**src/rtl/dmem_xfer_ctrl.sv**
```systemverilog
// Streaming LOAD/DUMP controller for the data-memory backdoor port.
// LOAD writes a valid/ready stream to consecutive words; DUMP reads them back out.
module dmem_xfer_ctrl #(
    parameter  int unsigned DEPTH = 1024,
    localparam int unsigned AW    = $clog2(DEPTH)
) (
    input  logic          clk,
    input  logic          rst,
    input  logic          cmd_valid,
    output logic          cmd_ready,
    input  logic          cmd_write,
    input  logic [AW-1:0] cmd_base,
    input  logic [AW:0]   cmd_len,
    input  logic          s_valid,
    output logic          s_ready,
    input  logic [31:0]   s_data,
    output logic          m_valid,
    input  logic          m_ready,
    output logic [31:0]   m_data,
    output logic          mem_we,
    output logic          mem_re,
    output logic [AW-1:0] mem_addr,
    output logic [31:0]   mem_wdata,
    input  logic [31:0]   mem_rdata,
    input  logic          mem_cpu_we,
    output logic          busy,
    output logic          done
);

    localparam int unsigned LW = AW + 1;
    localparam logic [AW-1:0] LAST_ADDR = AW'(DEPTH - 1);
    localparam logic [LW-1:0] DEPTH_LEN = LW'(DEPTH);

    typedef enum logic [1:0] {IDLE, LOAD, DUMP, DONE} state_t;

    state_t        state_q, state_d;
    logic [AW-1:0] addr_q, addr_d;
    logic [LW-1:0] rem_q, rem_d;
    logic          m_valid_d;
    logic [31:0]   m_data_d;
    logic [LW-1:0] clamped_len;
    logic [AW-1:0] start_addr;
    logic          beat;
    logic          fetch;

    // Wrap-around increment that also works for non-power-of-two depths
    function automatic logic [AW-1:0] next_addr(input logic [AW-1:0] a);
        return (a == LAST_ADDR) ? '0 : a + AW'(1);
    endfunction

    // A base beyond DEPTH-1 can only exceed it by less than DEPTH, so one subtraction folds it back
    assign clamped_len = (cmd_len > DEPTH_LEN) ? DEPTH_LEN : cmd_len;
    assign start_addr  = (cmd_base > LAST_ADDR) ? cmd_base - AW'(DEPTH) : cmd_base;

    always_comb begin
        state_d   = state_q;
        addr_d    = addr_q;
        rem_d     = rem_q;
        m_valid_d = m_valid;
        m_data_d  = m_data;
        cmd_ready = 1'b0;
        busy      = 1'b1;
        done      = 1'b0;
        s_ready   = 1'b0;
        mem_we    = 1'b0;
        mem_re    = 1'b0;
        mem_addr  = '0;
        mem_wdata = '0;
        beat      = 1'b0;
        fetch     = 1'b0;

        unique case (state_q)
            IDLE: begin
                busy      = 1'b0;
                cmd_ready = 1'b1;
                if (cmd_valid) begin
                    addr_d = start_addr;
                    rem_d  = clamped_len;
                    if (clamped_len == '0) begin
                        state_d = DONE;
                    end else begin
                        state_d = cmd_write ? LOAD : DUMP;
                    end
                end
            end
            LOAD: begin
                // CPU writes own the memory port; stall the stream for that cycle
                s_ready   = !mem_cpu_we;
                beat      = s_valid && !mem_cpu_we;
                mem_we    = beat;
                mem_addr  = addr_q;
                mem_wdata = s_data;
                if (beat) begin
                    addr_d = next_addr(addr_q);
                    rem_d  = rem_q - LW'(1);
                    if (rem_q == LW'(1)) begin
                        state_d = DONE;
                    end
                end
            end
            DUMP: begin
                fetch    = (rem_q != '0) && (!m_valid || m_ready);
                mem_re   = fetch;
                mem_addr = addr_q;
                if (fetch) begin
                    m_data_d  = mem_rdata;
                    m_valid_d = 1'b1;
                    addr_d    = next_addr(addr_q);
                    rem_d     = rem_q - LW'(1);
                end else if (m_valid && m_ready) begin
                    m_valid_d = 1'b0;
                end
                if ((rem_q == '0) && (!m_valid || m_ready)) begin
                    state_d = DONE;
                end
            end
            DONE: begin
                done    = 1'b1;
                state_d = IDLE;
            end
            default: state_d = IDLE;
        endcase
    end

    always_ff @(posedge clk or posedge rst) begin
        if (rst) begin
            state_q <= IDLE;
            addr_q  <= '0;
            rem_q   <= '0;
            m_valid <= 1'b0;
            m_data  <= '0;
        end else begin
            state_q <= state_d;
            addr_q  <= addr_d;
            rem_q   <= rem_d;
            m_valid <= m_valid_d;
            m_data  <= m_data_d;
        end
    end

endmodule

```
**config.mk**
```make
export PLATFORM = sky130hd
export DESIGN_NAME = dmem_xfer_ctrl
export DESIGN_NICKNAME = d
export VERILOG_FILES = /design/src/rtl/dmem_xfer_ctrl.sv
export SDC_FILE = /design/constraint.sdc
export NUM_CORES = 1
export LEC_CHECK = 0
export ABC_AREA = 0
export CORE_MARGIN = 8
export CORE_UTILIZATION = 39
export DETAILED_ROUTE_END_ITERATION = 10
export GPL_ROUTABILITY_DRIVEN = 0
export PLACE_DENSITY_LB_ADDON = 0.2
export SYNTH_ARGS = -nofsm -noshare
export SYNTH_HDL_FRONTEND = slang
export SYNTH_SLANG_ARGS = --single-unit
```
**constraint.sdc**
```tcl
create_clock -name clk -period 3 [get_ports clk]
set_clock_uncertainty 0.05 [all_clocks]
set_input_delay 0.9 -clock clk [delete_from_list [all_inputs] [get_ports clk]]
set_output_delay 0.9 -clock clk [all_outputs]
set_load 0.1 [all_outputs]
```
==> results of run 1 <==
## routing by layer
layer,vias up,share of wire,global-route usage,wire (µm)
li1,1492,-,-,-
met1,1491,0.42,0.223,4340
met2,112,0.51,0.323,5330
met3,4,0.067,0.0448,697
met4,0,0.0044,0.0291,46
met5,-,0,0,0
## cells in the final DEF, fill, tap and decap left out, types with 3 or more instances in the layout
master / netlist / layout
inv_1: 16 / 15
clkdlybuf4s50_1: 0 / 91
buf_4: 0 / 45
clkbuf_8: 0 / 5
nor2_1: 22 / 20
o21ai_0: 20 / 20
mux2_2: 30 / 30
a221oi_1: 4 / 4
nand2b_1: 3 / 3
nor4_1: 3 / 3
and2_1: 44 / 43
buf_12: 0 / 47
ha_1: 9 / 8
dfrtp_1: 56 / 56
and3_1: 3 / 3
o22ai_1: 4 / 4
nand3_1: 8 / 8
a31oi_1: 3 / 3
nand4_1: 3 / 3
nor3_1: 3 / 3
nand2_1: 17 / 17
a21oi_1: 17 / 17
## what timing repair did
item,in CTS,in global routing
buffers inserted,0,2
setup endpoints to repair,0,2
hold buffers,0,0
resized for setup,0,1
## worst reg2reg max path, delay by kind of cell, from the launching register on
family,cells,cell delay [ns]
compound gates,3,0.88
simple gates,2,0.83
buf+inv,1,0.17
flops,1,0.42
## flip-flops by register name (all words and copies together), names as in the netlist
register and cells:
state_q 2, m_data 32, m_valid 1, addr_q 10, rem_q 11
## stage by stage
step	setup slack (ns)	std cells	setup TNS [ns]	util	cell area [µm²]
3_5_place_dp	0.110	590	0	0.672	5410
3_3_place_gp	0.128	590	0	0.672	5410
5_1_grt	-0.00846	600	-0.00846	0.686	5520
2_1_floorplan	-0.271	321	-0.271	-	3200
4_1_cts	0.0310	598	0	0.683	5500
6_report	0.0770	600	0	0.686	5520
## cells by family (layout without fill, tap and decap cells)
group           count (synthesis)  count (layout)  synth area share
simple gates                  117             117             0.205
compound gates                 72              72             0.152
flops                          56              56             0.439
mux                            34              34             0.119
buf+inv                        33             207            0.0490
fa+ha+maj                       9               9            0.0353
## final timing paths
path / endpoint / slack, ns / cells past startpoint
setup reg to reg: rem_q[3]$_DFFE_PP0P_ / 0.54 / 6
hold / removal: m_data[1]$_DFFE_PP0P_ / 0.46 / 1
min in group asynchronous: m_data[16]$_DFFE_PP0P_ / 0.89 / 2
setup / recovery: mem_re / 0.08 / 5
hold reg to reg: m_data[1]$_DFFE_PP0P_ / 0.46 / 1
max in group asynchronous: m_data[26]$_DFFE_PP0P_ / 1.46 / 3
## final cells by class
class	instances	area, µm²	area share
Timing Repair Buffer	183	2190	0.396
Multi-Input combinational cell	232	1650	0.299
Sequential cell	56	1400	0.254
Tap cell	105	131	0.0238
Clock buffer	5	68.8	0.0125
Inverter	16	60.1	0.0109
Clock inverter	3	21.3	0.00385
==> flow_metrics.tcl, run 1 <==
set metrics [dict create \
    drive_above_1_share 0.291 \
    async_flop_share 1.00 \
    fin_crit_ns 2.92 \
    routed_via_density 5.17 \
    arrival_ns 1.97 \
    clk_latency_ns 0.31 \
    wire_per_inst_um 17.4 \
    cts_sinks 56 \
    syn2layout_area_growth_pct 73.2 \
    drt-total-wl_um 10400 \
    hold_violations 0 \
    first_pass_iters 4 \
    path_clk_slew_ns 0.11 \
    ys_warn_count 0 \
    core_area_mm2 0.00805 \
    crit_buf_inv 2 \
    synthTopCellsByArea "dfrtp_1 (44%), mux2_2 (11%), and2_1 (8.6%)" \
    ys_seq_area_frac 0.439 \
    drv_slew 0 \
    synth_area_per_cell_um2 9.94 \
    fin_nets 595 \
    antenna_found_initial 0 \
    max_stage_delay_ns 0.59 \
    drt_iter0_drc 91 \
    via_count 3099 \
    finalSetupViolCount 0 \
    post-route-period-util 0.974 \
    startpoint "rem_q[5]$_DFFE_PP0P_" \
    syn_nets 422 \
    final_antenna_net_count 0 \
    rsz0062_at_grt "yes" \
    yosysTopAreaCell "dfrtp_1" \
    worstSetupStartpointType "flop" \
    crit_type "reg2out" \
    die_h_um 106 \
    synthFlopType "dfrtp_1" \
    cts_buffers 5 \
    syn-cell-area_mm2 0.00319 \
    rr_startpoint "rem_q[5]$_DFFE_PP0P_" \
    max_cap_violations 0 \
    holdCritStartpoint "m_data[1]$_DFFE_PP0P_" \
    fp.dieW_um 106 \
    dp_hpwl_um 8440 \
    fill_cells 616 \
    synth.distinct_cells 52 \
    initial_utilization 0.396 \
    h-tree-depth 2 \
    grt_max_degree 33 \
    max_slew_margin 0.459 \
    synth_edf_count 0 \
    die_area_mm2 0.0113 \
    cts_tree "yes" \
    grt_pass1_wl_um 17000 \
    clockBufferDepth 2 \
    rows 33 \
    worstPathCellList "or4_4 -> nor4_4 -> nand3b_2 -> inv_1 -> buf_12" \
    drc 0 \
    worst_slew_pin_slew_ns 0.804 \
    io_buffers 172 \
    whs_ns 0.465 \
    critical_path.slowest_cell "or4_4" \
    synth_cells 321 \
    n_antenna_cell 0 \
    synth_common_cells "dfrtp_1 (56), and2_1 (44), mux2_2 (30)" \
    io_pins 173 \
    crit_fanout 4 \
    max_freq_mhz 342 \
    critPathTopFamily "simple AND/OR/NAND/NOR gates" \
    cp_data_required_time_ns 2.05 \
    grt_pass1_vias 3140 \
    critPathCaptureType "primary output" \
    status "finished, final reports clean" \
    grt_util_all_layers 0.183 \
    root_buffer "clkbuf_8" \
    synthMostInstantiatedCell "dfrtp_1" \
    hold_class "reg2reg" \
    grt_overflow 0 \
    synth_seq_cells 56 \
    yosysTopAreaCellShare 0.439 \
]
Power of run 1 is not shown: default switching activity piles up to over one toggle a cycle in this logic, so the estimate is an artifact.
==> inputs of run 2 (changes only) <==
Settings changed: PLACE_DENSITY set to 0.87, PLACE_DENSITY_LB_ADDON 0.2 to not set.
==> run 2 against run 1 <==
Worst hold slack gained 0.0017 ns. Core utilization grew 0.37 points. Wire length grew 5.1%. Critical endpoint unchanged. Highest routed layer unchanged. First-iteration DRC count grew 73%.
==> flow_metrics.tcl, run 2 (synthesized netlist as in run 1, its figures left out) <==
set metrics [dict create \
    initial_utilization 0.396 \
    fin_nets 598 \
    root_buffer "clkbuf_8" \
    arrival_ns 1.97 \
    drv_slew 0 \
    final_antenna_net_count 0 \
    largest_register "m_data" \
    clk_latency_ns 0.31 \
    clockBufferDepth 2 \
    routed_via_density 5.26 \
    crit_fanout 5 \
    hold_violations 0 \
    rr_startpoint "rem_q[8]$_DFFE_PP0P_" \
    dp_hpwl_um 8750 \
    grt_pass1_vias 3271 \
    rows 33 \
    max_cap_violations 0 \
    grt_overflow 0 \
    fin_crit_ns 2.92 \
    io_pins 173 \
    max_slew_margin 0.457 \
    setup_ws_ns 0.0793 \
    n_antenna_cell 0 \
    worst_slew_pin_slew_ns 0.808 \
    reg_top3 "m_data (32), rem_q (11), addr_q (10)" \
    syn2layout_area_growth_pct 74.1 \
    worstSetupStartpointType "flop" \
    worstPathCellList "or4_4 -> nor4_4 -> nand3b_4 -> inv_1 -> buf_12" \
    largest_reg_flops 32 \
    io_buffers 172 \
    ctsHoldBuffers 0 \
    core_area_mm2 0.00805 \
    critical_path.slowest_cell "or4_4" \
    drive_above_1_share 0.303 \
    grt_util_all_layers 0.186 \
    status "finished, final reports clean" \
    fin_cells 603 \
    final_common_cell "clkdlybuf4s50_1" \
    die_h_um 106 \
    cts_sinks 56 \
    grt_max_degree 33 \
    crit_type "reg2out" \
    wire_per_inst_um 18.2 \
    via_count 3173 \
    max_freq_mhz 342 \
    cts_buffers 5 \
    h-tree-depth 2 \
    die_area_mm2 0.0113 \
    utilization 0.690 \
    layout_common_cells "clkdlybuf4s50_1 (91), dfrtp_1 (54), buf_4 (48)" \
    dp_worst_setup_slack_ns 0.110 \
    cts_tree "yes" \
    holdCritStartpoint "m_data[25]$_DFFE_PP0P_" \
    path_clk_slew_ns 0.10 \
    startpoint "rem_q[8]$_DFFE_PP0P_" \
    grt_pass1_wl_um 17200 \
    drt-total-wl_um 10900 \
    dpl.cell_count 590 \
    fp.dieW_um 106 \
    critPathCaptureType "primary output" \
    first_pass_iters 7 \
    drt_iter0_drc 157 \
    hold_class "reg2reg" \
    finalSetupViolCount 0 \
    cp_data_required_time_ns 2.05 \
    post-route-period-util 0.974 \
    max_stage_delay_ns 0.57 \
    drc 0 \
    antenna_found_initial 0 \
]
-- run 2: metrics by stage --
step	instance area (µm²)	hold WS [ns]	setup TNS (ns)
after floorplan	3200	0.434	-0.271
after global placement	5410	0.431	0
after detailed placement	5410	0.444	0
after CTS	5500	0.469	0
after global routing	5550	0.490	-0.0262
final	5550	0.466	0
-- run 2: area by class of cell --
cell class	instances	area (µm²)
sequential	56	1400
multi-input combinational	232	1660
tap	105	131
timing repair buffer	186	2210
clock buffer	5	68.8
inverter	16	60.1
fill	566	2500
clock inverter	3	21.3
-- run 2: final timing paths --
kind / end / slack, ns / depth (start not counted)
max reg2reg: rem_q[3]$_DFFE_PP0P_ / 0.53 / 6
min: m_data[25]$_DFFE_PP0P_ / 0.47 / 1
min reg2reg: m_data[25]$_DFFE_PP0P_ / 0.47 / 1
max in group asynchronous: rem_q[3]$_DFFE_PP0P_ / 1.37 / 3
max: mem_re / 0.08 / 5
min in group asynchronous: m_data[24]$_DFFE_PP0P_ / 0.93 / 2
-- run 2: what timing repair did --
action / CTS / global route
gates resized for setup: 0 / 5
buffers inserted: 0 / 5
endpoints found under the setup margin: 0 / 5
-- run 2: routing by layer --
layer,up-vias,global-route usage,wire length (µm),share of wire
li1,1494,-,-,-
met1,1529,0.222,4330,0.40
met2,141,0.332,5730,0.52
met3,9,0.0436,785,0.072
met4,0,0.0402,104,0.0095
met5,-,0,0,0
-- run 2: worst max-delay path, delay by kind of cell (launching register included) --
family | cells | cell delay, ns
and+or+nand+nor | 3 | 0.99
DFF | 1 | 0.44
buffers and inverters | 2 | 0.23
Power of run 2 is left out for the same reason.
==> inputs of run 3 (changes only) <==
Settings changed: CORE_MARGIN 8 to not set, GPL_TIMING_DRIVEN set to 0.
==> run 3 against run 2 <==
First-iteration DRC count is 1.3% higher. Register-to-register slack worse by 0.06 ns. Wire length is 9.9% lower. Worst hold slack worse by 0.0024 ns. Critical path depth is 2 lower. Die area is 25% lower. Via count is 1.4% higher. Sequential cell count stayed put. Clock-buffer cell count is 1 higher. Sequential share of layout area is 1.5 points higher. Final area is 5.4% lower. Highest routed layer unchanged. Core utilization is 1.7 points lower.
==> flow_metrics.tcl, run 3 (synthesized netlist as in run 1, its figures left out) <==
set metrics [dict create \
    grt_max_degree 33 \
    routed_via_density 5.22 \
    drive_above_1_share 0.249 \
    fp.dieW_um 92.4 \
    arrival_ns 2.03 \
    initial_utilization 0.408 \
    clk_latency_ns 0.31 \
    final_antenna_net_count 0 \
    drt_iter0_drc 159 \
    h-tree-depth 2 \
    critPathCaptureType "primary output" \
    post-route-period-util 0.994 \
    max_freq_mhz 335 \
    crit_fanout 1 \
    die_area_mm2 0.00854 \
    dp_hpwl_um 7630 \
    n_antenna_cell 0 \
    max_stage_delay_ns 0.55 \
    via_count 3219 \
    cts_sinks 56 \
    first_pass_iters 5 \
    fin_crit_ns 2.98 \
    hold_violations 0 \
    largest_reg_flops 32 \
    status "finished, final reports clean" \
    layout_common_cells "clkdlybuf4s50_1 (124), dfrtp_1 (53), and2_1 (43)" \
    finalSetupViolCount 0 \
    worstSetupStartpointType "input pin" \
    hold_class "reg2reg" \
    crit_type "in2out" \
    io_buffers 172 \
    r2r_cells 7 \
    rows 32 \
    max_slew_margin 0.312 \
    setup_ws_ns 0.0193 \
    antenna_found_initial 0 \
    cp_data_required_time_ns 2.05 \
    drv_slew 0 \
    critPathTopFamily "buffers and inverters" \
    root_buffer "clkbuf_8" \
    min_path_cells 1 \
    grt_util_all_layers 0.231 \
    worstPathCellList "clkdlybuf4s50_1 -> and2_1 -> clkdlybuf4s15_2" \
    die_h_um 92.4 \
    grt_pass1_wl_um 15700 \
    io_pins 173 \
    final_common_cell "clkdlybuf4s50_1" \
    fill_cells 627 \
    fin_nets 615 \
    clockBufferDepth 2 \
    core_area_mm2 0.00781 \
    syn2layout_area_growth_pct 64.7 \
    max_cap_violations 0 \
    ctsHoldBuffers 0 \
    worst_slew_pin_slew_ns 1.02 \
    drt-total-wl_um 9870 \
    wire_per_inst_um 16.0 \
    grt_pass1_vias 3152 \
    cts_tree "yes" \
    cts_buffers 5 \
    cp.depth 3 \
    reg_top3 "m_data (32), rem_q (11), addr_q (10)" \
    drc 0 \
    crit_buf_inv 2 \
    path_clk_slew_ns 0.09 \
    dp_worst_setup_slack_ns -1.10 \
    critical_path.slowest_cell "clkdlybuf4s15_2" \
    largest_register "m_data" \
    rsz0062_at_grt "yes" \
    grt_overflow 0 \
]
-- run 3: cell types whose count changed in the layout (fill, tap and decap cells not counted), sizes merged --
| cell | previous run | this run |
|---|---|---|
| clkdlybuf4s18 | 0 | 1 |
| clkinvlp | 1 | 0 |
| clkbuf | 5 | 38 |
| clkdlybuf4s50 | 91 | 124 |
| clkdlybuf4s15 | 0 | 3 |
| buf | 95 | 42 |
| clkinv | 1 | 0 |
| dlymetal6s2s | 0 | 1 |
| bufinv | 0 | 1 |
-- run 3: layout make-up --
cell class                      instances  area [µm²]  share of cell area
Clock inverter                          2        38.8             0.00738
Sequential cell                        56        1410               0.268
Clock buffer                            6        72.6              0.0138
Multi-Input combinational cell        232        1660               0.315
Buffer                                 16        98.8              0.0188
Tap cell                              102         128              0.0243
Inverter                               16        60.1              0.0114
Timing Repair Buffer                  187        1790               0.342
-- run 3: worst paths after layout --
kind,startpoint,to,slack [ns]
worst max-delay path,s_data[31],mem_wdata[31],0.02
worst min-delay path,m_data[31]$_DFFE_PP0P_,m_data[31]$_DFFE_PP0P_,0.46
worst max register to register,rem_q[3]$_DFFE_PP0P_,m_data[4]$_DFFE_PP0P_,0.47
worst min register to register,m_data[31]$_DFFE_PP0P_,m_data[31]$_DFFE_PP0P_,0.46
max in group asynchronous,rst,rem_q[8]$_DFFE_PP0P_,1.37
min in group asynchronous,rst,m_data[16]$_DFFE_PP0P_,0.96
-- run 3: repair_timing --
action                                  CTS  global route
gates resized for setup                 258            43
cloned                                    0             0
buffers inserted                          5             9
pin swaps                                 1             2
endpoints found under the setup margin   47            46
-- run 3: worst reg2reg max path: stages (launching register included) --
cell	delay (ns)
dfrtp_2	0.44
or4_4	0.56
nor4_4	0.28
nand3b_4	0.20
buf_4	0.21
buf_4	0.18
buf_6	0.15
mux2_2	0.35
-- run 3: per-layer routing --
layer	routed length (µm)	vias up	track usage
li1	-	1529	-
met1	4180	1527	0.301
met2	4960	147	0.404
met3	626	16	0.0386
met4	98	0	0.0469
met5	0	-	0
-- run 3: stage by stage --
step	instances	hold WS (ns)	area, µm²	TNS, ns	util
3_5_place_dp	596	0.442	5070	-27.81	0.649
2_1_floorplan	321	0.434	3200	-0.271	-
4_1_cts	608	0.464	5100	0	0.654
3_3_place_gp	595	0.424	5050	-44.22	0.646
6_report	617	0.464	5250	0	0.673
5_1_grt	617	0.482	5250	-0.0926	0.673
Power of run 3 is left out for the same reason.
